==> src/rtl/fram_ctrl.sv <==
// FRAM wait-state controller: stalls the CPU for NWAITS cycles on accesses inside the window.
// Optional one-word read buffer compiled in with `define FRAM_PREFETCH_EN.
`timescale 1ns/1ps
module fram_ctrl #(
  parameter logic [16:0] START  = 17'h08000,
  parameter logic [16:0] DEPTH  = 17'h08000,
  parameter int          NWAITS = 1
) (
  input  logic        MCLK,
  input  logic        reset,
  input  logic        cpuREQ,
  input  logic [15:0] cpuMAB,
  input  logic [15:0] cpuMDBwrite,
  input  logic        cpuMW,
  input  logic        cpuBW,
  output logic [15:0] cpuMDBread,
  output logic        cpuWAIT,
  output logic [15:0] memMAB,
  output logic [15:0] memMDBwrite,
  output logic        memMW,
  output logic        memBW,
  input  logic [15:0] memMDBread
);

  typedef enum logic [1:0] {S_IDLE, S_WAIT, S_ACCESS} state_t;

  localparam logic [16:0] LIMIT    = START + DEPTH;
  localparam logic [2:0]  CNT_INIT = (NWAITS >= 2) ? 3'(NWAITS - 2) : 3'd0;

  state_t      state_reg, state_next;
  logic [2:0]  cnt_reg, cnt_next;
  logic [15:0] mab_reg, mdb_reg;
  logic        mw_reg, bw_reg;
  logic        hit, accept;
  logic        pf_hit;
  logic [15:0] pf_rdata;

  // 17-bit compare so a window ending at 10000h does not wrap
  assign hit = cpuREQ && ({1'b0, cpuMAB} >= START) && ({1'b0, cpuMAB} < LIMIT);

`ifdef FRAM_PREFETCH_EN
  logic        pf_valid_reg;
  logic [14:0] pf_tag_reg;
  logic [15:0] pf_data_reg;

  assign pf_hit   = hit && !cpuMW && pf_valid_reg && (cpuMAB[15:1] == pf_tag_reg);
  assign pf_rdata = cpuBW ? {8'h00, (cpuMAB[0] ? pf_data_reg[15:8] : pf_data_reg[7:0])}
                          : pf_data_reg;

  always_ff @(posedge MCLK or posedge reset) begin
    if (reset) begin
      pf_valid_reg <= 1'b0;
      pf_tag_reg   <= 15'd0;
      pf_data_reg  <= 16'h0000;
    end else if (state_reg == S_ACCESS) begin
      if (mw_reg) begin
        pf_valid_reg <= 1'b0;
      end else begin
        pf_valid_reg <= 1'b1;
        pf_tag_reg   <= mab_reg[15:1];
        pf_data_reg  <= memMDBread;
      end
    end
  end
`else
  assign pf_hit   = 1'b0;
  assign pf_rdata = 16'h0000;
`endif

  assign accept = hit && (NWAITS > 0) && !pf_hit;

  always_ff @(posedge MCLK or posedge reset) begin
    if (reset) begin
      state_reg <= S_IDLE;
      cnt_reg   <= 3'd0;
    end else begin
      state_reg <= state_next;
      cnt_reg   <= cnt_next;
    end
  end

  // Once latched the access is committed; later CPU bus changes are ignored
  always_ff @(posedge MCLK or posedge reset) begin
    if (reset) begin
      mab_reg <= 16'h0000;
      mdb_reg <= 16'h0000;
      mw_reg  <= 1'b0;
      bw_reg  <= 1'b0;
    end else if ((state_reg == S_IDLE) && accept) begin
      mab_reg <= cpuMAB;
      mdb_reg <= cpuMDBwrite;
      mw_reg  <= cpuMW;
      bw_reg  <= cpuBW;
    end
  end

  always_comb begin
    state_next = state_reg;
    cnt_next   = cnt_reg;
    case (state_reg)
      S_IDLE: begin
        if (accept) begin
          state_next = (NWAITS > 1) ? S_WAIT : S_ACCESS;
          cnt_next   = CNT_INIT;
        end
      end
      S_WAIT: begin
        if (cnt_reg == 3'd0) state_next = S_ACCESS;
        else                 cnt_next   = cnt_reg - 3'd1;
      end
      S_ACCESS: state_next = S_IDLE;
      default:  state_next = S_IDLE;
    endcase
  end

  always_comb begin
    memMAB      = cpuMAB;
    memMDBwrite = cpuMDBwrite;
    memMW       = cpuMW;
    memBW       = cpuBW;
    cpuMDBread  = memMDBread;
    cpuWAIT     = 1'b0;
    case (state_reg)
      S_IDLE: begin
        if (accept) begin
          cpuWAIT = 1'b1;
          memMW   = 1'b0;
        end else if (pf_hit) begin
          cpuMDBread = pf_rdata;
        end
      end
      S_WAIT: begin
        memMAB      = mab_reg;
        memMDBwrite = mdb_reg;
        memMW       = 1'b0;
        memBW       = bw_reg;
        cpuWAIT     = 1'b1;
      end
      S_ACCESS: begin
        memMAB      = mab_reg;
        memMDBwrite = mdb_reg;
        memMW       = mw_reg;
        memBW       = bw_reg;
      end
      default: cpuWAIT = 1'b0;
    endcase
    // An in-flight write must never reach memory while reset is held
    if (reset) begin
      cpuWAIT = 1'b0;
      memMW   = 1'b0;
    end
  end

endmodule

==> config.mk <==
export PLATFORM = sky130hd
export DESIGN_NAME = fram_ctrl
export DESIGN_NICKNAME = d
export VERILOG_FILES = /design/src/rtl/fram_ctrl.sv
export SDC_FILE = /design/constraint.sdc
export NUM_CORES = 1
export LEC_CHECK = 0
export CAP_MARGIN = 30
export CORE_MARGIN = 2
export CORE_UTILIZATION = 25
export DETAILED_ROUTE_END_ITERATION = 8
export GPL_ROUTABILITY_DRIVEN = 0
export PLACE_DENSITY = 0.65
export RECOVER_POWER = 25
export REMOVE_ABC_BUFFERS = 1
export SYNTH_ARGS = -nofsm -noshare
export SYNTH_HDL_FRONTEND = slang
export SYNTH_SLANG_ARGS = --single-unit
==> constraint.sdc <==
create_clock -name MCLK -period 1.38 [get_ports MCLK]
set_clock_uncertainty 0.1 [all_clocks]
set_input_delay 0.207 -clock MCLK [delete_from_list [all_inputs] [get_ports MCLK]]
set_output_delay 0.207 -clock MCLK [all_outputs]
set_load 0.02 [all_outputs]
After elaboration in Yosys (flattened, before gate mapping)
Index checks and enable logic that the tools add are counted.
{"block": "op_classes", "n_addsub": 1, "n_eq_ne": 5, "order_cmp": 1, "muxes": 15, "reduce_logical": 8}
{"cell": "2-to-1 mux 16 bit", "n": 2}
{"cell": "greater-or-equal comparator 16 bit (second input constant)", "n": 1}
{"cell": "2-to-1 mux 3 bit", "n": 2}
{"cell": "!= test 2 bit (second input constant)", "n": 3}
{"cell": "one-hot mux 3 bit (2 select lines)", "n": 1}
{"cell": "2-to-1 mux 1 bit", "n": 5}
{"cell": "2-to-1 mux 2 bit", "n": 2}
{"cell": "one-hot mux 2 bit (2 select lines)", "n": 1}
{"cell": "logical NOT 3 bit", "n": 1}
{"cell": "one-hot mux 1 bit (3 select lines)", "n": 1}
{"cell": "AND reduction 3 bit", "n": 1}
{"cell": "subtractor 3 x 1 -> 3 bit (second input constant)", "n": 1}
{"cell": "equality test 2 x 1 -> 1 bit (second input constant)", "n": 1}
{"cell": "equality test 2 bit (second input constant)", "n": 1}
{"cell": "logical AND 1 bit", "n": 2}
{"cell": "logical NOT 2 bit", "n": 1}
{"cell": "one-hot mux 1 bit (2 select lines)", "n": 1}
{"cell": "AND reduction 2 bit", "n": 1}
{"cell": "nonzero test 2 bit", "n": 1}
{"cell": "OR reduction 2 bit", "n": 1}
{"block": "word_totals", "output_inout_bits": 51, "ff_bits": 39, "wordCells": 36, "input_bits": 53}

Depth between registers and ports, before layout
Gate-level depths: netlist of run 1.
{"block": "logic_depth", "depth_word": 5, "depth_mapped": 5, "mapped_depth_nobuf": 3}

Least setup slack after synthesis of run 1
No wires, ideal clock.
{"block": "synth_timing", "path_type": "flip-flop to output port", "start": "register state_reg[1]", "end": "output cpuWAIT", "required_time_ps": 1073, "stages_incl_launch_ff": 6, "path_buffers": 3, "path_slack_ps": -116, "arrival_ps": 1189, "path_cell_list": "dfrtp_1 -> buf_6 -> nand3b_4 -> buf_6 -> buf_6 -> nor2_1"}
{"block": "synth_via", "elab_chain_cells": 3, "word_cells_on_any_way": 4, "classes_between": "eq/ne (1); mux (2); reduce/logical (1)"}
{"item": "from (decl)", "line_no": "30", "text": "state_t state_reg, state_next;"}
{"item": "from (signal assigned)", "line_no": "77", "text": "state_reg <= state_next;"}
{"item": "equality test 2 x 1 -> 1 bit or logical NOT 2 bit (tied branches)", "line_no": "123", "text": "case (state_reg)"}
{"item": "one-hot mux 1 bit (2 select lines) *", "line_no": "123"}
{"item": "2-to-1 mux 1 bit *", "line_no": "148", "text": "if (reset) begin"}
{"item": "to (decl)", "line_no": "17", "text": "output logic cpuWAIT,"}
Every way passes the cells marked *; elsewhere a longest branch is shown, timed or not.

Worst setup path in the final report of run 1
{"block": "layout_timing", "start": "register state_reg[1]", "end": "output memMW"}
{"block": "layout_via", "elab_chain_cells": 3, "word_cells_on_any_way": 5, "classes_between": "eq/ne (2); mux (2); reduce/logical (1)"}
{"item": "equality test 2 bit (tied with other cells)", "line_no": "123"}
{"item": "one-hot mux 1 bit (3 select lines) *", "line_no": "123"}
{"item": "2-to-1 mux 1 bit *", "line_no": "148"}
{"item": "to (decl)", "line_no": "20", "text": "output logic memMW,"}
Marked as above.

==> results of run 1 <==
==> area by class of cell <==
type | instances | area share (%)
clock inverter | 1 | 0.173
clock buffer | 6 | 2.85
sequential | 35 | 30.3
timing repair buffer | 92 | 31.1
inverter | 2 | 0.259
tap | 102 | 4.41
multi-input combinational | 73 | 30.9
==> what timing repair did <==
item,4_1_cts,5_1_grt
setup buffers,2,4
pin swaps,1,1
gates cloned,1,2
resized for setup,151,30
endpoints found under the setup margin,70,70
==> report_power, final <==
group          switching [mW]  leakage, nW  internal, mW  total, mW
sequential             0.0868        0.408          1.20       1.29
combinational           0.353        0.886         0.592      0.945
clock                   0.346       0.0470         0.391      0.737
==> metal layers <==
metal | vias to the layer above | GRT usage [%] | part of all wire, %
met5 | - | 0 | 0
met4 | 0 | 2.94 | 0.70
met3 | 5 | 5.37 | 10
met2 | 61 | 16.2 | 49
met1 | 642 | 11.3 | 40
li1 | 601 | - | -
==> path summary, 6_finish.rpt <==
path	to	slack (ps)	depth (start not counted)
max	memMW	-390	5
min	cpuMDBread[0]	310	0
max reg2reg	mdb_reg[12]	-300	6
min reg2reg	mab_reg[15]	360	1
max in group asynchronous	mdb_reg[9]	630	4
min in group asynchronous	mw_reg	380	4
==> critical path: stages, from the launching register on <==
cell and delay, ps:
dfrtp_2 440, buf_4 150, buf_12 130, nand3b_1 150
a21oi_1 150, buf_4 160
==> cells by family after synthesis <==
kind of cell	synth area share (%)
muxes	42.9
buffers and inverters	10.1
and+or+nand+nor	2.29
AOI/OAI and AO/OA	0.254
DFF	44.5
==> cell usage in the layout (no fill, tap or decap) <==
cell / synthesis / final
clkbuf_8: 0 / 6
mux2_2: 39 / 39
mux2_4: 27 / 27
buf_6: 5 / 15
nand3b_1: 1 / 1
dfrtp_2: 0 / 1
nand2_1: 2 / 2
clkbuf_16: 0 / 2
buf_12: 0 / 6
nand3b_4: 1 / 1
inv_1: 2 / 2
nor2_1: 1 / 1
nand2b_1: 1 / 1
buf_2: 3 / 18
dfrtp_1: 35 / 34
clkinv_2: 0 / 1
clkdlybuf4s50_1: 0 / 36
a21oi_1: 1 / 1
buf_4: 16 / 15
==> per-stage QoR <==
step	TNS [ps]	hold slack [ps]
global placement	-25400	314
global route	-22710	314
floorplan	-42180	256
detailed placement	-25810	314
finish	-19480	314
CTS	-19510	314
==> flow_metrics.py, run 1 <==
metrics = {
    "placement": {
        "io_buffers": 71,
        "place_area_um2": 2740,
        "hpwl_um": 2910,
        "pre_cts_ws_ps": -524,
        "placed_cells": 297,
    },
    "synth": {
        "yosysMostFrequentCell": "mux2_2",
        "yosys-top-cells-count": "39 x mux2_2, 35 x dfrtp_1, 27 x mux2_4",
        "ys_ff_latch": 35,
        "synth_area_leader_cell": "dfrtp_1",
        "syn_inst": 134,
        "synth_top_area_share_pct": 44.5,
        "synthFlopType": "dfrtp_1",
        "synth.distinct_cells": 13,
        "syn-cell-area_um2": 1970,
        "synth.avg_cell_area_um2": 14.7,
        "seq_area_frac_synth_pct": 44.5,
        "async_reset_ff_share_pct": 100,
        "synth_edf_count": 0,
        "ys_top_cells_by_area": "dfrtp_1 44%, mux2_2 22%, mux2_4 21%, buf_4 6.1%, buf_6 2.9%",
        "yosysWarnings": 0,
    },
    "worst_setup_path": {
        "arrival_ps": 1470,
        "cp.required_ps": 1070,
        "start_kind": "flip-flop",
        "r2r_start": "state_reg[1]",
        "worstSetupEndpointType": "output port",
        "worst-path-max-fanout": 6,
        "cp-startpoint": "state_reg[1]",
        "crit_type": "flip-flop to output port",
    },
    "cells_and_area": {
        "fill_cells": 775,
        "antennaDiodeCount": 0,
        "synthToLayoutAreaGrowth_pct": 47.1,
        "final_cells": 311,
        "utilization_pct": 37.7,
        "multi_input_comb_area_um2": 895,
        "final_area_um2": 2900,
        "nets": 262,
        "drive_above_1_share_pct": 62.7,
        "seqCellArea_um2": 877,
    },
    "route": {
        "wl_per_cell_um": 13.8,
        "ant_nets": 0,
        "vias": 1309,
        "first_pass_iters": 2,
        "drt-vias-per-instance": 4.21,
        "drt_iter0_drc": 22,
        "drt-total-wl_um": 4300,
        "drc": 0,
    },
    "clocking": {
        "htree_levels": 2,
        "clk_root_buffer_cell": "clkbuf_8",
        "clkSinkCount": 35,
        "clockBufferDepth": 2,
        "cts_tree": "done",
        "cts_buffers": 5,
        "clkSlewWorstSetupHoldPaths_ps": 70,
        "cts_hold_buf": 0,
        "insertion_delay_ps": 280,
    },
    "floorplan": {
        "die-area_um2": 8600,
        "initial_utilization_pct": 25.6,
        "die_h_um": 92.8,
        "row_count": 32,
        "die_w_um": 92.8,
        "core_region_area_um2": 7690,
        "ios": 104,
    },
    "timing": {
        "fin_crit_ps": 1770,
        "fin_crit_sh_pct": 128,
        "hold_violations": 0,
        "timing.fmax_mhz": 564,
        "finalWorstSetupSlack_ps": -393,
        "worst_pin_slew_ps": 185,
        "slew_headroom_pct": 87.7,
        "rsz0062_at_grt": "yes",
        "setup_viol": 68,
        "drv_slew": 0,
    },
    "outcome": {
        "violations": "setup timing",
        "status": "finished, violations left",
    },
    "power_and_ir_drop": {
        "leakage_nw": 1.34,
        "p_total_mw": 2.97,
        "p_per_area_nw_per_um2": 1020,
        "irDropWorstVdd_v": 0.000420,
    },
    "global_routing": {
        "gr-usage-all-layers_pct": 9.96,
        "grt_max_degree": 26,
        "grt_pass1_vias": 1360,
        "antenna_found_initial": 0,
        "grt_overflow": 0,
        "grt_pass1_wl_um": 6630,
    },
    "min_path": {
        "min-delay-path-class": "input pin to output port",
        "worstHoldStart": "memMDBread[0]",
    },
    "job": {
        "drv_cap": 0,
    },
}
Power figures use the tool's default switching activity.
==> run 2, diff against run 1 <==
CORE_MARGIN = 3   (was 2)
==> run 2 against run 1 <==
The flow still finishes with violations (setup timing). Total power barely moved. First-iteration DRC count decreased by 64%. Clock power is 5.7% lower. Worst hold slack stayed put. Worst setup slack improved by 25 ps. Critical path type unchanged. Critical endpoint is now memMDBwrite[6]. Largest cell class is now multi-input gates. Largest power group unchanged.
==> flow_metrics.py, run 2 (same netlist as run 1, synthesis figures left out) <==
metrics = {
    "cells_and_area": {
        "mostFrequentLayoutCell": "mux2_4",
        "antennaDiodeCount": 0,
        "final_cell_mix": "37 x mux2_4, 36 x clkdlybuf4s50_1, 34 x dfrtp_1",
        "synthToLayoutAreaGrowth_pct": 48.8,
        "final_cells": 305,
        "nets": 260,
        "final_area_um2": 2930,
        "drive_above_1_share_pct": 63.1,
    },
    "global_routing": {
        "grt_overflow": 0,
        "grt_max_degree": 36,
        "grt_pass1_vias": 1389,
        "antenna_found_initial": 0,
        "gr-usage-all-layers_pct": 10.8,
        "grt_pass1_wl_um": 7310,
    },
    "route": {
        "vias": 1323,
        "drt-total-wl_um": 4780,
        "wl_per_cell_um": 15.7,
        "first_pass_iters": 2,
        "drt-vias-per-instance": 4.34,
        "ant_nets": 0,
        "drc": 0,
        "drt_iter0_drc": 8,
    },
    "worst_setup_path": {
        "arrival_ps": 1440,
        "worst-path-max-fanout": 8,
        "crit_type": "flip-flop to output port",
        "worstPathCellList": "buf_12 -> buf_6 -> mux2_4 -> buf_6",
        "cpMostUsedCell": "buf_6",
        "cp.required_ps": 1070,
        "critical_path.slowest_cell": "dfrtp_2",
        "max_stage_delay_ps": 450,
        "start_kind": "flip-flop",
        "worstSetupEndpointType": "output port",
    },
    "placement": {
        "placed_cells": 290,
        "place_area_um2": 2730,
        "hpwl_um": 2980,
        "io_buffers": 71,
    },
    "timing": {
        "drv_slew": 0,
        "hold_violations": 0,
        "timing.fmax_mhz": 572,
        "worst_pin_slew_ps": 206,
        "finalWorstSetupSlack_ps": -367,
        "fin_crit_ps": 1750,
        "rsz0062_at_grt": "yes",
        "fin_crit_sh_pct": 127,
        "slew_headroom_pct": 86.2,
        "setup_viol": 68,
    },
    "floorplan": {
        "die-area_um2": 8980,
        "initial_utilization_pct": 26.4,
        "ios": 104,
        "die_w_um": 94.8,
        "row_count": 31,
        "core_region_area_um2": 7450,
        "die_h_um": 94.8,
    },
    "min_path": {
        "min-delay-path-class": "input pin to output port",
    },
    "job": {
        "drv_cap": 0,
    },
    "power_and_ir_drop": {
        "leakage_nw": 1.37,
        "p_per_area_nw_per_um2": 1010,
        "irDropWorstVdd_v": 0.000417,
    },
    "clocking": {
        "insertion_delay_ps": 280,
        "clockBufferDepth": 2,
        "htree_levels": 2,
        "clkSinkCount": 35,
        "cts_hold_buf": 0,
        "clk_root_buffer_cell": "clkbuf_8",
        "cts_buffers": 5,
        "clkSlewWorstSetupHoldPaths_ps": 70,
        "cts_tree": "done",
    },
    "outcome": {
        "violations": "setup timing",
        "status": "finished, violations left",
    },
}
## run 2: cell type report
cell class	instances	area [um2]
fill	739	4520
clock buffer	6	72.6
tap	99	124
inverter	2	7.51
multi-input combinational	73	943
timing repair buffer	90	906
sequential	35	877
## run 2: worst paths after layout
kind	endpoint	depth (start not counted)	start	slack, ps
max	memMDBwrite[6]	4	state_reg[1]	-370
max reg2reg	mab_reg[14]	5	state_reg[1]	-310
min in group asynchronous	state_reg[1]	4	reset	440
min	cpuMDBread[0]	0	memMDBread[0]	310
max in group asynchronous	mab_reg[1]	4	reset	540
min reg2reg	mab_reg[15]	1	mab_reg[15]	370
## run 2: timing repair
| item | 4_1_cts | 5_1_grt |
|---|---|---|
| setup buffers | 7 | 1 |
| gates resized for setup | 195 | 11 |
| endpoints found under the setup margin | 70 | 70 |
| gates cloned | 4 | 1 |
| pin swaps | 1 | 1 |
## run 2: metal layers
metal	track usage (%)	wire, um
met1	13.5	1930
met2	16.7	2360
met4	2.88	34
met5	0	0
met3	5.02	453
## run 2: metrics by stage
step	setup TNS (ps)	util [%]	worst slack, ps	total power, mW	hold WS, ps
detailed placement	-25990	36.6	-586	2.25	314
finish	-18380	39.3	-367	2.97	314
CTS	-22550	39.7	-410	3.02	314
global route	-22650	39.3	-418	3.14	314
floorplan	-42180	-	-858	1.83	256
global placement	-25560	36.6	-578	2.23	314
## run 2: power breakdown
group	switching [mW]	internal [mW]	leakage, nW	total, mW
clock	0.358	0.337	0.0371	0.695
sequential	0.0891	1.20	0.408	1.29
combinational	0.369	0.615	0.923	0.984
## run 2: critical path, delay by kind of cell, from the launching register on
family | cells | cell delay [ps]
buf+inv | 3 | 410
flops | 1 | 450
mux | 1 | 290
